File: src/rtl/term_cmd_encoder.sv
// rtl/term_cmd_encoder.sv - ASCII command line parser for the terminal-to-VGA command path
//
// Purpose: turns lines of the form "OOO AA<CR>" (three hex op_code digits,
// first digit 0-7, one space, two hex operand digits, CR) arriving one byte
// at a time into an op_code/a pair with a cmd_valid pulse; malformed lines or
// op_code values above OP_MAX produce a cmd_err pulse instead.
//
// Ports:
//   clk        - system clock, rising edge
//   reset      - synchronous active-low reset
//   rx_data    - received ASCII byte
//   rx_valid   - rx_data holds a byte
//   rx_ready   - byte can be accepted this cycle
//   op_code    - last accepted command code
//   a          - last accepted operand byte
//   cmd_valid  - one-cycle pulse: op_code/a updated
//   cmd_err    - one-cycle pulse: line rejected
//   tx_data    - echo byte
//   tx_valid   - tx_data holds an echo byte
//   tx_ready   - echo sink accepts tx_data
//
// Optional feature: define CMD_ECHO_EN to echo every accepted byte on tx_*.

module term_cmd_encoder #(
  parameter logic [10:0] OP_MAX = 11'h7FF
) (
  input  logic        clk,
  input  logic        reset,
  input  logic [7:0]  rx_data,
  input  logic        rx_valid,
  output logic        rx_ready,
  output logic [10:0] op_code,
  output logic [7:0]  a,
  output logic        cmd_valid,
  output logic        cmd_err,
  output logic [7:0]  tx_data,
  output logic        tx_valid,
  input  logic        tx_ready
);

  // Each state names the byte the parser is waiting for. IDLE doubles as the
  // "first op_code digit" state, so OP1 is never entered but is decoded the
  // same way as IDLE for robustness.
  typedef enum logic [3:0] {
    IDLE, OP1, OP2, OP3, SEP, ARG1, ARG2, EOL, DISCARD
  } state_t;

  localparam logic [7:0] CHAR_CR = 8'h0D;
  localparam logic [7:0] CHAR_LF = 8'h0A;
  localparam logic [7:0] CHAR_SP = 8'h20;

  state_t      state_q, state_d;
  logic [10:0] op_acc_q, op_acc_d;
  logic [7:0]  arg_acc_q, arg_acc_d;
  logic [10:0] op_code_q, op_code_d;
  logic [7:0]  a_q, a_d;
  logic        cmd_valid_q, cmd_valid_d;
  logic        cmd_err_q, cmd_err_d;

  logic        accept;
  logic        hex_ok;
  logic [3:0]  hex_val;

  assign accept = rx_valid && rx_ready;

  // ASCII hex decode; 'A'..'F' and 'a'..'f' share the same low nibble.
  always_comb begin
    hex_ok  = 1'b1;
    hex_val = 4'h0;
    if (rx_data >= 8'h30 && rx_data <= 8'h39) begin
      hex_val = rx_data[3:0];
    end else if ((rx_data >= 8'h41 && rx_data <= 8'h46) ||
                 (rx_data >= 8'h61 && rx_data <= 8'h66)) begin
      hex_val = rx_data[3:0] + 4'd9;
    end else begin
      hex_ok = 1'b0;
    end
  end

  always_comb begin
    state_d     = state_q;
    op_acc_d    = op_acc_q;
    arg_acc_d   = arg_acc_q;
    op_code_d   = op_code_q;
    a_d         = a_q;
    cmd_valid_d = 1'b0;
    cmd_err_d   = 1'b0;

    // LF is transparent everywhere.
    if (accept && rx_data != CHAR_LF) begin
      if (rx_data == CHAR_CR) begin
        case (state_q)
          IDLE, OP1: state_d = state_q;
          EOL: begin
            state_d = IDLE;
            if (op_acc_q <= OP_MAX) begin
              op_code_d   = op_acc_q;
              a_d         = arg_acc_q;
              cmd_valid_d = 1'b1;
            end else begin
              cmd_err_d = 1'b1;
            end
          end
          default: begin
            state_d   = IDLE;
            cmd_err_d = 1'b1;
          end
        endcase
      end else begin
        case (state_q)
          IDLE, OP1: begin
            if (hex_ok && !hex_val[3]) begin
              op_acc_d = {hex_val[2:0], 8'h00};
              state_d  = OP2;
            end else begin
              state_d = DISCARD;
            end
          end
          OP2: begin
            op_acc_d[7:4] = hex_val;
            state_d       = hex_ok ? OP3 : DISCARD;
          end
          OP3: begin
            op_acc_d[3:0] = hex_val;
            state_d       = hex_ok ? SEP : DISCARD;
          end
          SEP:  state_d = (rx_data == CHAR_SP) ? ARG1 : DISCARD;
          ARG1: begin
            arg_acc_d = {hex_val, 4'h0};
            state_d   = hex_ok ? ARG2 : DISCARD;
          end
          ARG2: begin
            arg_acc_d[3:0] = hex_val;
            state_d        = hex_ok ? EOL : DISCARD;
          end
          EOL:     state_d = DISCARD;
          DISCARD: state_d = DISCARD;
          default: state_d = DISCARD;
        endcase
      end
    end
  end

  always_ff @(posedge clk) begin
    if (!reset) begin
      state_q     <= IDLE;
      op_acc_q    <= 11'h000;
      arg_acc_q   <= 8'h00;
      op_code_q   <= 11'h000;
      a_q         <= 8'h00;
      cmd_valid_q <= 1'b0;
      cmd_err_q   <= 1'b0;
    end else begin
      state_q     <= state_d;
      op_acc_q    <= op_acc_d;
      arg_acc_q   <= arg_acc_d;
      op_code_q   <= op_code_d;
      a_q         <= a_d;
      cmd_valid_q <= cmd_valid_d;
      cmd_err_q   <= cmd_err_d;
    end
  end

  assign op_code   = op_code_q;
  assign a         = a_q;
  assign cmd_valid = cmd_valid_q;
  assign cmd_err   = cmd_err_q;

`ifdef CMD_ECHO_EN
  logic       tx_valid_q, tx_valid_d;
  logic [7:0] tx_data_q, tx_data_d;

  // A new byte can only be accepted when the echo slot is free or draining
  // this cycle, so the echo register never drops a byte.
  always_comb begin
    tx_valid_d = tx_valid_q;
    tx_data_d  = tx_data_q;
    if (accept) begin
      tx_valid_d = 1'b1;
      tx_data_d  = rx_data;
    end else if (tx_ready) begin
      tx_valid_d = 1'b0;
    end
  end

  always_ff @(posedge clk) begin
    if (!reset) begin
      tx_valid_q <= 1'b0;
      tx_data_q  <= 8'h00;
    end else begin
      tx_valid_q <= tx_valid_d;
      tx_data_q  <= tx_data_d;
    end
  end

  assign rx_ready = !(tx_valid_q && !tx_ready);
  assign tx_valid = tx_valid_q;
  assign tx_data  = tx_data_q;
`else
  logic unused_tx_ready;
  assign unused_tx_ready = tx_ready;
  assign rx_ready = 1'b1;
  assign tx_valid = 1'b0;
  assign tx_data  = 8'h00;
`endif

endmodule

File: config.mk
export PLATFORM = sky130hd
export DESIGN_NAME = term_cmd_encoder
export DESIGN_NICKNAME = d
export VERILOG_FILES = /design/src/rtl/term_cmd_encoder.sv
export SDC_FILE = /design/constraint.sdc
export NUM_CORES = 1
export LEC_CHECK = 0
export BUFFER_PORTS_ARGS = -buffer_cell sky130_fd_sc_hd__buf_2
export CORE_MARGIN = 4
export CORE_UTILIZATION = 49
export DETAILED_ROUTE_END_ITERATION = 7
export PLACE_DENSITY_LB_ADDON = 0.15
export SLEW_MARGIN = 20
export SYNTH_ARGS = -nofsm -noshare
export SYNTH_HDL_FRONTEND = slang
export SYNTH_SLANG_ARGS = --single-unit
File: constraint.sdc
create_clock -name clk -period 2 [get_ports clk]
set_input_delay 0.4 -clock clk [delete_from_list [all_inputs] [get_ports clk]]
set_output_delay 0.4 -clock clk [all_outputs]
set_load 0.02 [all_outputs]
---- Yosys cells after proc, flatten, opt, wreduce, memory -nomap -nowiden ----
Cells that the tools add are included.
word-level totals
  register bits after elaboration ......... 44
  output and inout bits ................... 31
  word-level logic and storage cells ...... 72
cells by class
  add/sub/neg operators ................... 1
  $lt $le $gt $ge ......................... 7
  equality and inequality tests ........... 12
  mux-type cells .......................... 20
  bitwise gates (word level) .............. 1
  reductions and logical operators ........ 21
operators by type and width
  operator              count
  $mux 4                10
  $pmux 4 s2            3
  $pmux 4 s6            1
  $reduce_and 4->1      5
  $eq 4x3->1 const B    4
  $ge 8x7->1 const B    2
  $le 8x7->1 const B    2
  $le 11x11->1 const B  1
  $reduce_and 3->1      3
  $eq 4x2->1 const B    2
  $eq 8x4->1 const B    1
  $eq 8x6->1 const B    1
  $ge 8x6->1 const B    1
  $le 8x6->1 const B    1
  $mux 8                1
  $ne 8x4->1 const B    1
  $reduce_bool 2->1     3
  $logic_and 1x1->1     5
  $add 4x4->4 const B   1
  $eq 4x1->1 const B    1
  $logic_not 4->1       1
  $mux 1                4
  $ne 2x2->1 const B    2
  $pmux 1 s2            1
  5 further kinds       5

---- Logic depth before layout (Yosys ltp) ----
  word-level depth ........................ 10
  mapped depth ............................ 8
  depth with buffers taken out ............ 7

---- Worst setup path before layout ----
Ideal clock, no wire load.
  path type ............................... in2reg
  from .................................... in rx_data[2]
  to ...................................... reg op_acc_q[8]
  setup time .............................. 0.116 ns
  data arrival time ....................... 1.852 ns
  data required time ...................... 1.884 ns
  slack ................................... 0.032 ns
  stages .................................. 7
  buffers on the path ..................... 2
  cells stage by stage .................... buf_2 -> mux2_2 -> a31oi_2 -> and3_1 -> clkbuf_1 -> mux2i_1 -> nor2b_1
on the way
  word-level cells in the longest chain between the ends .. 8
  elaborated cells on any way between the ends .. 22
  classes of those cells .................. add/sub (1); order compare (6); eq/ne (2); mux (4); bitwise (1); reduce/logical (8)
ends and longest elaborated chain
  element                               RTL line  source
  start, declared                       29        input logic [7:0] rx_data,
  $ge 8x7->1 (tied with other cells)    72        end else if ((rx_data >= 8'h41 && rx_data <= 8'h46) ||
  $logic_and 1x1->1 (on tied branches)  72, 73
  $logic_or 1x1->1                      72
  $mux 4                                72
  $mux 4                                70        if (rx_data >= 8'h30 && rx_data <= 8'h39) begin
  $logic_not 1->1                       112       if (hex_ok && !hex_val[3]) begin
  $logic_and 1x1->1                     112
  $reduce_and 4->1 (no source line)     n/a
  end signal, assigned                  155       op_acc_q <= op_acc_d;
  end, declared                         53        logic [10:0] op_acc_q, op_acc_d;
Parallel ways exist; a longest one is shown, timed or not.
A chain may end at the register's enable or synchronous reset.

---- Worst setup path after layout ----
  from .................................... in rx_data[7]
  to ...................................... reg state_q[1]
on the way
  word-level cells in the longest chain between the ends .. 10
  elaborated cells on any way between the ends .. 27
  classes of those cells .................. order compare (6); eq/ne (3); mux (10); reduce/logical (8)
ends and longest elaborated chain
  element                               RTL line  source
  $ge 8x7->1 (tied with other cells)    72
  $logic_and 1x1->1 (on tied branches)  72, 73
  $logic_or 1x1->1                      72
  $mux 4                                72
  $mux 4                                70
  $logic_not 1->1                       112
  $logic_and 1x1->1                     112
  $mux 4                                112
  $pmux 4 s6                            110       case (state_q)
  $mux 4                                91        if (rx_data == CHAR_CR) begin
  end signal, assigned                  154       state_q <= state_d;
  end, declared                         52        state_t state_q, state_d;
Parallel ways exist; a longest one is shown, timed or not.

==> reports/metrics.cfg <==
[floorplanning]
die_width_um = 76.1
die_h_um = 76.1
die_area_mm2 = 0.00579
coreArea_mm2 = 0.00441
start_util_pct = 51.4
io_pins = 43
row_count = 24

[critical_path]
crit_path_end_kind = register
worstPathMaxFanout = 6
critPathKind = input pin to register
cp.depth = 7
start_kind = input pin
crit-reg2reg-capture = state_q[1]$_SDFFE_PN0P_
cp_slowest_cell = or4b_4
r2r_cells = 5
cp.arrival_ps = 2070
cp_slowest_stage_delay_ps = 570
cp_cell_sequence = buf_2 > or4b_4 > a311oi_4 > buf_4 > nor2_1 > nor4b_2 > o221a_2
r2r-start = state_q[0]$_SDFFE_PN0P_
regToRegSetupSlack_ps = 300
required_ps = 2250
crit_family = simple AND/OR/NAND/NOR gates
crit_buf_inv = 2

[clock_tree]
cts_tree = done
cts_max_level = 2
cts-root-buf = clkbuf_8
holdBufCountCts = 0
clk_latency_ps = 290
cts.clk_slew.worst_paths_ps = 80
post-cts-setup-buffers = 0
clkSinkCount = 44
post_cts_resized = 0
clock_path_buffers = 2
numCtsBuffers = 5

[logic_synthesis]
ys_warn_count = 0
synth-edff-count = 0
synthesis.area_mm2 = 0.00227
ys_types = 52
ys_ff_latch = 44
synthArstFlopShare_pct = 0
avgSynthCellArea_um2 = 9.30
syn_inst = 244
ys_seq_area_share_pct = 38.8
synth_ff_type = dfxtp_1

[layout]
antenna_cells = 0
layout.cells.non_filler = 353
post-route-util_pct = 62.8
final_nets = 316
seq_area_um2 = 881
area_growth_pct = 22.2
fillers = 394
multi_input_area_mm2 = 0.00127
drive_gt1_share_pct = 27.6

[timing]
fin_crit_ps = 1820
finalCritPeriodShare_pct = 91.2
rsz0062_at_grt = no
skew_ps = 5.31
holdWs_ps = 476
drv_slew = 0
max_freq_ghz = 0.548
setup_viol = 0
final-hold-violation-count = 0

[power]
combPwrFrac_pct = 9.6
p_leak_nw = 1.12
p_per_area_mw_per_mm2 = 621
switchingPower_mw = 0.395
p_int_mw = 1.33
switching_share_pct = 23.0
clkPwrFrac_pct = 38.6
max-vdd-ir-drop_mv = 0.507
pwr-share-seq_pct = 51.8

[route]
drtIter0Drc = 186
drc = 0
wl_per_cell_um = 13.5
via_count = 1909
drtAntennaViolNets = 0
viasPerCell = 5.41
routed_wirelength_mm = 4.77
first_pass_iters = 4

[worst_hold_path]
hp-start = arg_acc_q[1]$_SDFFE_PN0P_
holdPathStages = 2
holdCritPathClass = register to register
hold_path_end = arg_acc_q[1]$_SDFFE_PN0P_

[placed_design]
place_congestion = 0.858
numPortBuffers = 31
post-place-cells = 345
hpwl_mm = 3.59

[global_route]
grt_antenna_before_repair = 0
busiest_layer = met2
grtUsageMet3_pct = 4.02
grt_pass1_vias = 1741
grt_overflow_total = 0
grtUsageMet2_pct = 26.2
use_met1_pct = 22.5
grt_pass1_wl_mm = 8.15
grt_max_degree = 32
grt_use_total_pct = 16.6

[flow_run]
cap_viol_max_count = 0

[outcome]
outcome = finished, final reports clean

==> synth_stat cells, drive strengths merged (2+ instances only) <==
| library cell | instances | share of area, % |
|---|---|---|
| a41oi | 2 | 0.77 |
| a21boi | 4 | 1.3 |
| o31ai | 2 | 0.66 |
| nor2b | 26 | 7.2 |
| nand2b | 5 | 1.4 |
| nand4 | 2 | 0.55 |
| nor2 | 12 | 2.0 |
| a21oi | 5 | 1.1 |
| and2 | 3 | 0.83 |
| inv | 6 | 0.99 |
| clkbuf | 12 | 2.0 |
| a21o | 2 | 0.66 |
| mux2i | 24 | 11 |
| ha | 4 | 2.2 |
| nor3 | 4 | 0.88 |
| conb | 2 | 0.33 |
| o221ai | 2 | 0.77 |
| nand2 | 13 | 2.2 |
| nand3 | 8 | 1.8 |
| and3 | 3 | 0.83 |
| a311oi | 2 | 1.8 |
| o41ai | 2 | 0.77 |
| a32o | 5 | 2.2 |
| o211ai | 3 | 0.99 |
| a32oi | 3 | 1.2 |
| dfxtp | 44 | 39 |
| o21ai | 9 | 2.0 |
| nand3b | 2 | 0.66 |
| buf | 13 | 4.0 |
| nor4b | 2 | 1.0 |
==> layer usage <==
metal	part of all wire, %	vias up	wire [um]
li1	-	972	-
met1	48	884	2290
met2	45	47	2130
met3	6.1	6	289
met4	1.2	0	59
met5	0	-	0
==> power groups by stage <==
stage | Sequential, mW | Clock (mW) | Combinational, mW
2_1_floorplan | 0.909 | 0 | 0.111
6_report | 0.891 | 0.665 | 0.165
5_1_grt | 0.892 | 0.731 | 0.182
3_3_place_gp | 0.912 | 0 | 0.163
4_1_cts | 0.891 | 0.680 | 0.165
3_5_place_dp | 0.912 | 0 | 0.164
==> stage by stage <==
| stage | setup WS [ps] | area [um2] | power [mW] | TNS [ps] |
|---|---|---|---|---|
| 6_report | 176 | 2770 | 1.72 | 0 |
| 5_1_grt | 69.3 | 2770 | 1.81 | 0 |
| 4_1_cts | 161 | 2770 | 1.74 | 0 |
| 3_5_place_dp | -146 | 2670 | 1.08 | -1190 |
| 3_3_place_gp | -89.1 | 2670 | 1.07 | -749 |
| 2_1_floorplan | 32.3 | 2300 | 1.02 | 0 |
==> worst max-delay path by stage <==
| stage | end | from |
|---|---|---|
| 2_1_floorplan | op_acc_q[8]$_SDFFE_PN0P_ | rx_data[2] |
| 3_3_place_gp | state_q[1]$_SDFFE_PN0P_ | rx_data[7] |
| 3_5_place_dp | state_q[1]$_SDFFE_PN0P_ | rx_data[7] |
| 4_1_cts | state_q[1]$_SDFFE_PN0P_ | rx_data[7] |
| 5_1_grt | state_q[1]$_SDFFE_PN0P_ | rx_data[0] |
| 6_report | state_q[1]$_SDFFE_PN0P_ | rx_data[7] |
==> sequential cells by signal (all words and copies together), names as in the netlist <==
register	count
a	8
state_q	4
cmd_err	1
cmd_valid	1
arg_acc_q	8
op_code	11
op_acc_q	11
==> cell type report <==
class | count | share of cell area [%]
well taps | 52 | 2.35
inverters | 6 | 0.812
multi-input cells | 177 | 45.7
repair buffers | 66 | 15.5
clock buffers | 6 | 2.62
clock inverters | 2 | 1.26
flip-flops and latches | 44 | 31.8
==> cell families (layout without fill, tap and decap cells) <==
group                    after synthesis  in the layout  share of synthesized area [%]
buffers and inverters                 31             80                           6.95
AO/OA/AOI/OAI                         52             52                           18.7
flip-flops                            44             44                           38.8
adder cells (fa/ha/maj)                4              4                           2.21
AND/OR/NAND/NOR                       86             86                           21.9
other                                  2             10                          0.331
multiplexers                          25             25                           11.1
==> worst register-to-register path, stage by stage (launching register included) <==
cell	delay, ps
dfxtp_1	590
and2_1	330
nand2_1	70
and3_1	210
a21boi_0	130
o221a_2	260
==> cells in the final DEF (no fill, tap or decap), types with 6 or more instances in the layout <==
| cell | count |
|---|---|
| nand3_1 | 8 |
| buf_4 | 34 |
| nor2_1 | 12 |
| conb_1 | 10 |
| dfxtp_1 | 44 |
| nor2b_1 | 26 |
| nand2_1 | 13 |
| o21ai_0 | 9 |
| buf_2 | 31 |
| inv_1 | 6 |
| mux2i_1 | 24 |
No activity file was read; power rests on OpenSTA's default activity.
